File: config.mk
export PLATFORM = sky130hd
export DESIGN_NAME = sdram_port_arbiter
export DESIGN_NICKNAME = d
export VERILOG_FILES = /design/src/rtl/sdram_port_arbiter.sv
export SDC_FILE = /design/constraint.sdc
export NUM_CORES = 1
export LEC_CHECK = 0
export BUFFER_PORTS_ARGS = -buffer_cell sky130_fd_sc_hd__buf_4
export CAP_MARGIN = 20
export CELL_PAD_IN_SITES_DETAIL_PLACEMENT = 1
export CELL_PAD_IN_SITES_GLOBAL_PLACEMENT = 1
export CORE_AREA = 2 2 104 106
export DETAILED_ROUTE_END_ITERATION = 12
export DIE_AREA = 0 0 106 108
export HOLD_SLACK_MARGIN = 0.05
export PLACE_DENSITY_LB_ADDON = 0.08
export SLEW_MARGIN = 25
export SYNTH_ARGS = -nofsm -noshare
export SYNTH_HDL_FRONTEND = slang
export SYNTH_SLANG_ARGS = --single-unit
File: constraint.sdc
create_clock -name clk -period 2.5 [get_ports clk]
set_input_delay 0.375 -clock clk [delete_from_list [all_inputs] [get_ports clk]]
set_output_delay 0.375 -clock clk [all_outputs]
set_load 0.05 [all_outputs]
File: src/rtl/sdram_port_arbiter.sv
// sdram_port_arbiter: two-master Avalon-MM arbiter onto one SDRAM port, M0 favoured with a bounded quota.
module sdram_port_arbiter #(
  parameter int ADDR_W      = 25,
  parameter int DATA_W      = 16,
  parameter int M0_QUOTA    = 4,
  parameter int MAX_PENDING = 8,
  parameter int PEND_W      = 4
) (
  input  logic                clk,
  input  logic                reset_n,
  input  logic [ADDR_W-1:0]   m0_address,
  input  logic                m0_read,
  input  logic                m0_write,
  input  logic [DATA_W-1:0]   m0_writedata,
  input  logic [DATA_W/8-1:0] m0_byteenable,
  output logic                m0_waitrequest,
  output logic [DATA_W-1:0]   m0_readdata,
  output logic                m0_readdatavalid,
  input  logic [ADDR_W-1:0]   m1_address,
  input  logic                m1_read,
  input  logic                m1_write,
  input  logic [DATA_W-1:0]   m1_writedata,
  input  logic [DATA_W/8-1:0] m1_byteenable,
  output logic                m1_waitrequest,
  output logic [DATA_W-1:0]   m1_readdata,
  output logic                m1_readdatavalid,
  output logic [ADDR_W-1:0]   s_address,
  output logic                s_read,
  output logic                s_write,
  output logic [DATA_W-1:0]   s_writedata,
  output logic [DATA_W/8-1:0] s_byteenable,
  input  logic                s_waitrequest,
  input  logic [DATA_W-1:0]   s_readdata,
  input  logic                s_readdatavalid,
  output logic [PEND_W-1:0]   pending,
  output logic                err_orphan
);
  localparam int PTR_W = MAX_PENDING > 1 ? $clog2(MAX_PENDING) : 1;
  localparam int RUN_W = $clog2(M0_QUOTA + 1);
  typedef enum logic {IDLE, LOCKED} state_t;
  state_t state_q, state_d;
  logic owner_q, owner_d;
  logic [RUN_W-1:0] m0_run_q, m0_run_d;
  logic [PEND_W-1:0] pending_q, pending_d;
  logic [PTR_W-1:0] wr_ptr_q, wr_ptr_d, rd_ptr_q, rd_ptr_d;
  logic [MAX_PENDING-1:0] fifo_q, fifo_d;
  logic err_q, err_d;
  logic req0, req1, gnt, gnt_v, wr, acc, push, pop, head;
  always_comb begin
    req0 = m0_write | (m0_read & (pending_q < PEND_W'(MAX_PENDING)));
    req1 = m1_write | (m1_read & (pending_q < PEND_W'(MAX_PENDING)));
    gnt = state_q == LOCKED ? owner_q : req1 & (~req0 | (m0_run_q == RUN_W'(M0_QUOTA)));
    gnt_v = state_q == LOCKED ? (owner_q ? req1 : req0) : (req0 | req1);
    wr = gnt ? m1_write : m0_write;
    s_write = gnt_v & wr;
    s_read = gnt_v & ~wr;
    s_address = gnt_v ? (gnt ? m1_address : m0_address) : '0;
    s_writedata = gnt_v ? (gnt ? m1_writedata : m0_writedata) : '0;
    s_byteenable = gnt_v ? (gnt ? m1_byteenable : m0_byteenable) : '0;
    acc = gnt_v & ~s_waitrequest;
    m0_waitrequest = ~(acc & ~gnt);
    m1_waitrequest = ~(acc & gnt);
    state_d = (gnt_v & s_waitrequest) ? LOCKED : IDLE;
    owner_d = (gnt_v & s_waitrequest) ? gnt : owner_q;
    m0_run_d = (~m1_read & ~m1_write) | (acc & gnt) ? '0 :
               (acc & ~gnt & req1 & (m0_run_q < RUN_W'(M0_QUOTA))) ? m0_run_q + 1'b1 : m0_run_q;
    // Only a response with a read outstanding may pop; anything else is an orphan
    push = acc & s_read;
    pop = s_readdatavalid & (pending_q != '0);
    head = fifo_q[rd_ptr_q];
    fifo_d = fifo_q;
    if (push) fifo_d[wr_ptr_q] = gnt;
    wr_ptr_d = push ? (wr_ptr_q == PTR_W'(MAX_PENDING - 1) ? '0 : wr_ptr_q + 1'b1) : wr_ptr_q;
    rd_ptr_d = pop ? (rd_ptr_q == PTR_W'(MAX_PENDING - 1) ? '0 : rd_ptr_q + 1'b1) : rd_ptr_q;
    pending_d = pending_q + PEND_W'(push) - PEND_W'(pop);
    err_d = err_q | (s_readdatavalid & (pending_q == '0));
    m0_readdatavalid = pop & ~head;
    m1_readdatavalid = pop & head;
    m0_readdata = s_readdata;
    m1_readdata = s_readdata;
    pending = pending_q;
    err_orphan = err_q;
  end
  always_ff @(posedge clk or negedge reset_n) begin
    if (!reset_n) begin
      state_q <= IDLE;
      owner_q <= 1'b0;
      m0_run_q <= '0;
      pending_q <= '0;
      wr_ptr_q <= '0;
      rd_ptr_q <= '0;
      fifo_q <= '0;
      err_q <= 1'b0;
    end else begin
      state_q <= state_d;
      owner_q <= owner_d;
      m0_run_q <= m0_run_d;
      pending_q <= pending_d;
      wr_ptr_q <= wr_ptr_d;
      rd_ptr_q <= rd_ptr_d;
      fifo_q <= fifo_d;
      err_q <= err_d;
    end
  end
endmodule
### Word level (Yosys, flattened, before mapping)

Cells that the tools add are included.

| operators by class | value |
|---|---|
| $add $sub $neg | 5 |
| order comparisons | 5 |
| eq/ne operators | 3 |
| mux-type cells | 20 |
| bitwise logic cells | 32 |
| reduce and logical (&&, ||, !) cells | 4 |

Operators by type and width:

| operator | count |
|---|---|
| $mux 25 | 2 |
| $mux 16 | 2 |
| $and 1x1->1 | 17 |
| $mux 3 | 4 |
| $add 3x1->3 const B | 3 |
| $eq 3x3->1 const B | 3 |
| $not 1->1 | 9 |
| $bwmux 8 | 1 |
| $lt 3x4->1 const B | 2 |
| $mux 1 | 7 |
| $or 1x1->1 | 6 |
| $add 4x1->4 | 1 |
| $logic_not 4->1 | 1 |
| $lt 4x4->1 const B | 1 |
| $mux 2 | 2 |
| $reduce_bool 4->1 | 1 |
| $sub 4x1->4 | 1 |
| $bmux 1 s3 | 1 |
| $demux 1 s3 | 1 |
| $ge 3x1->1 const B | 1 |
| $lt 3x3->1 const B | 1 |
| $reduce_bool 2->1 | 1 |
| $logic_and 1x1->1 | 1 |

| word-level totals | value |
|---|---|
| flip-flop bits (word level) | 24 |
| bits of input ports | 110 |
| logic and storage cells | 77 |

### Logic depth before layout (Yosys ltp)

| depth | value |
|---|---|
| depth in word-level cells | 13 |
| mapped depth | 12 |

### Worst setup path after synthesis

OpenSTA, ideal clock, no wires.

| path | value |
|---|---|
| kind | register to output |
| start | register pending_q[3], in the netlist pending[3] |
| end | output s_read |
| data arrival time | 2429 ps |
| setup slack | -304 ps |
| stages on the path, launching flop included | 7 |
| cells stage by stage | dfrtp_1 nand2b_1 nand2b_1 o221ai_2 buf_4 a32o_1 nor2_1 |

| between the ends | value |
|---|---|
| word-level cells in the longest chain between the ends | 10 |

Ends and longest elaborated chain:

| element | RTL line | text |
|---|---|---|
| start: declaration | 44 | `logic [PEND_W-1:0] pending_q, pending_d;` |
| start signal: assignment | 98 | `pending_q <= pending_d;` |
| $lt 4x4->1 (*) | 50, 51 |  |
| $and 1x1->1 | 50 | `req0 = m0_write \| (m0_read & (pending_q < PEND_W'(MAX_PENDING)));` |
| $or 1x1->1 | 50 |  |
| $not 1->1 | 52 | `gnt = state_q == LOCKED ? owner_q : req1 & (~req0 \| (m0_run_q == RUN_W'(M0_QUOTA)));` |
| $or 1x1->1 | 52 |  |
| $and 1x1->1 | 52 |  |
| $mux 1 | 52 |  |
| $mux 1 | 54 | `wr = gnt ? m1_write : m0_write;` |
| $not 1->1 | 56 | `s_read = gnt_v & ~wr;` |
| $and 1x1->1 (*) | 56 |  |
| end: declaration | 28 | `output logic s_read,` |

Mark *: on every way between the ends. The rest lies on a longest branch, timed or not.

### Final worst setup path

| path | value |
|---|---|
| start | register m0_run_q[0] |
| end | output s_writedata[4] |

| between the ends | value |
|---|---|
| word-level cells in the longest chain between the ends | 6 |

Ends and longest elaborated chain:

| element | RTL line | text |
|---|---|---|
| start: declaration | 43 | `logic [RUN_W-1:0] m0_run_q, m0_run_d;` |
| start signal: assignment | 97 | `m0_run_q <= m0_run_d;` |
| $eq 3x3->1 | 52 |  |
| $or 1x1->1 | 52 |  |
| $and 1x1->1 | 52 |  |
| $mux 1 | 52 |  |
| $mux 16 (2 in series) | 58 | `s_writedata = gnt_v ? (gnt ? m1_writedata : m0_writedata) : '0;` |
| end: declaration | 30 | `output logic [DATA_W-1:0] s_writedata,` |

Every way passes these cells.

==> results.tsv <==
stage	metric	value	unit
synth	Seq/Total Area, Yosys	0.258	
cts	clock buffer count from CTS	3	
power	Pleak	1.96	nW
worst_setup_path	critical path required time	2120	ps
grt	GR Overflow Total	0	
synth	Post-synth ARST share	1.00	
worst_setup_path	CP max stage cell	dfrtp_1	
worst_setup_path	RR Startpoint	m0_run_q[0]	
worst_setup_path	CP Capture Type	output port	
timing	Slew headroom	0.787	
route	DR WL/cell	16.3	microns
timing	Setup-failing EPs final	0	
synth	count of cell types in the netlist	45	
placement	Placed Area	0.00363	sq mm
power	PwrDens	1240	mW/mm^2
timing	clock skew	3.72	ps
synth	Ys Warns	0	
cells_and_area	final instance area	0.00412	sq mm
synth	EDFF count, synth	0	
cts	H-tree Lvls	1	
grt	first-pass GRT wire length	13800	microns
cells_and_area	Synth-to-Final Area Change	77.1	%
worst_setup_path	RR Endpoint	pending[1]	
worst_setup_path	Crit. Startpoint	m0_run_q[0]	
hold_path	Hold EP	err_orphan	
hold_path	WHS Path Cells	2	
power	Worst VDD drop	0.564	mV
route	drt total wl	9480	microns
die	full die area	0.0114	sq mm
cts	CTS clock-pin slew for the worst setup and hold paths	100	ps
timing	FMAX	0.402	GHz
grt	vias in the first global route	2657	
worst_setup_path	worst setup path category	reg -> out	
cts	Clock Latency Late Sink	280	ps
timing	Final Cycle Share	0.994	
route	routed vias	2641	
cells_and_area	multi-input logic area	0.00162	sq mm
cells_and_area	antenna diode count	0	
die	Core Region	0.0102	sq mm
cells_and_area	Net count, final	568	
route	# DRC	0	
run	Max Cap Viol	0	
placement	cell count after placement	559	
timing	Slew Limit Fails	0	
timing	final hold vios	0	
synth	Yosys reg bits	24	
worst_setup_path	most used cell, CP	buf_6	
grt	antenna violations before repair	0	
cts	CTS Buffer Depth	2	
placement	port bufs	147	
synth	Post-Syn Area	0.00233	sq mm
worst_setup_path	Critical Path Start Type	flop	
synth	post-synthesis net count	429	
cts	root buffer cell	clkbuf_8	
worst_setup_path	max incr delay on CP	380	ps
worst_setup_path	R2R depth	11	
synth	Syn Inst Count	307	
cells_and_area	Final Instance Count excl. Fillers	581	
die	Die Y	108	microns
cells_and_area	final core occ	0.403	
placement	gpl congestion	0.761	
synth	Syn Area/Cell	7.58	sq um
synth	Synth area leader	dfrtp_1	
cells_and_area	FILL cells	1226	
die	Initial Util	0.227	
synth	count leader, synth	nand2_1	
grt	pin count of the biggest net entering global routing	39	
cells_and_area	FF+latch area	604	sq um
cells_and_area	layout cell share with drive strength beyond 1	0.604	
synth	cells taking the most area after synthesis	dfrtp_1, nand2_1, buf_4	
worst_setup_path	critical path peak fanout	4	
worst_setup_path	CP bufs+invs	5	
timing	actual slew at the worst max-slew pin	320	ps
synth	Primary FF master, synth	dfrtp_1	
route	initial detailed-routing violation count	75	
grt	total track usage	0.151	
cts	TritonCTS clock tree	yes	
synth	post-synth top area share	0.258	
outcome	status	completed	
worst_setup_path	Worst EP arrival	2110	ps
die	I/O pin cnt	196	
synth	most instantiated cells after synthesis	nand2_1, a21oi_1, buf_4, dfrtp_1	
timing	WHS	293	ps
worst_setup_path	Critical Path, Cell by Cell	inv_2 -> ha_4 -> and2_4 -> buf_6 -> o221a_4 -> bufbuf_16 -> buf_4 -> nand2_2 -> a21oi_2 -> buf_6	
route	router iterations before antenna repair	4	
worst_setup_path	delay-heaviest family, CP	buffers and inverters	
worst_setup_path	reg2reg setup slack	100	ps
route	DR vias/cell	4.55	
cts	# clock sinks	24	
hold_path	Hold Path Origin	s_readdatavalid	
die	row cnt	37	
placement	Detail Placement HPWL	7070	microns
timing	setup TNS	0	ps
timing	RSZ-0062 raised after global routing	yes	
die	Die Span X	106	microns
hold_path	Hold/Removal Path Class	in -> reg	
timing	Final Critical Period	2490	ps
route	Detail Route Antenna Nets	0	
## flip-flops by register name, summed over array words and instances (netlist names)
register and flops:
fifo_q 8, pending 4, m0_run_q 3, rd_ptr_q 3, wr_ptr_q 3, err_orphan 1
owner_q 1, state_q 1
## worst max path at each step
stage                           to  depth (start not counted)
floorplan               pending[2]                         10
global placement        pending[2]                         11
detailed placement      pending[1]                         11
CTS                  s_address[15]                          9
global route         s_address[15]                          9
finish              s_writedata[4]                         10
## routing by layer
layer,track usage,share of wire,vias to the layer above
li1,-,-,1284
met1,0.185,0.41,1252
met2,0.274,0.51,94
met3,0.0235,0.056,11
met4,0.0404,0.016,0
met5,0,0,-
## timing repair
item                                   4_1_cts  5_1_grt
gates cloned                                 2        2
pin swaps                                    5        7
endpoints found under the hold margin       24        0
hold buffers                                 1        0
setup endpoints to repair                   42       49
gates resized for setup                     23       28
buffers inserted                             9        4
## report_power, final
group	internal [mW]	switching, mW
combinational	1.64	2.36
clock	0.215	0.150
sequential	0.576	0.182
## cell usage in the layout, fill, tap and decap left out, types with 3 or more instances in the layout
cell type  count
nor2b_1        3
nand2_1       87
buf_4        147
nand2b_1       6
ha_1           8
or3_4          4
buf_12         3
a21oi_2       43
a21oi_1        4
clkbuf_8       3
dfrtp_1       21
a21o_1         3
nand2_2        3
buf_6         26
o41ai_1        8
nor2_1         5
dfrtp_2        3
mux2_4         3
o21ai_1        9
inv_1          9
## area by class of cell
cell class,count,area share
clock buffer,3,0.0100
tap,136,0.0413
multi-input combinational,223,0.393
clock inverter,1,0.00729
timing repair buffer,183,0.392
inverter,11,0.0100
sequential,24,0.147
## per-stage QoR
stage / power [mW] / setup WS [ps]
global placement: 4.28 / 50.3
CTS: 4.96 / -16.2
floorplan: 3.34 / 2.86
detailed placement: 4.32 / -6.37
finish: 5.13 / 14.9
global route: 5.46 / -61.3
## kinds of logic after synthesis
logic type | count (synthesis) | synth area share
buf+inv | 60 | 0.162
compound gates | 79 | 0.215
simple gates | 121 | 0.232
xor+xnor | 2 | 0.00753
mux | 9 | 0.0575
flops | 24 | 0.258
fa+ha+maj | 12 | 0.0677
(Power assumes the default switching activity.)
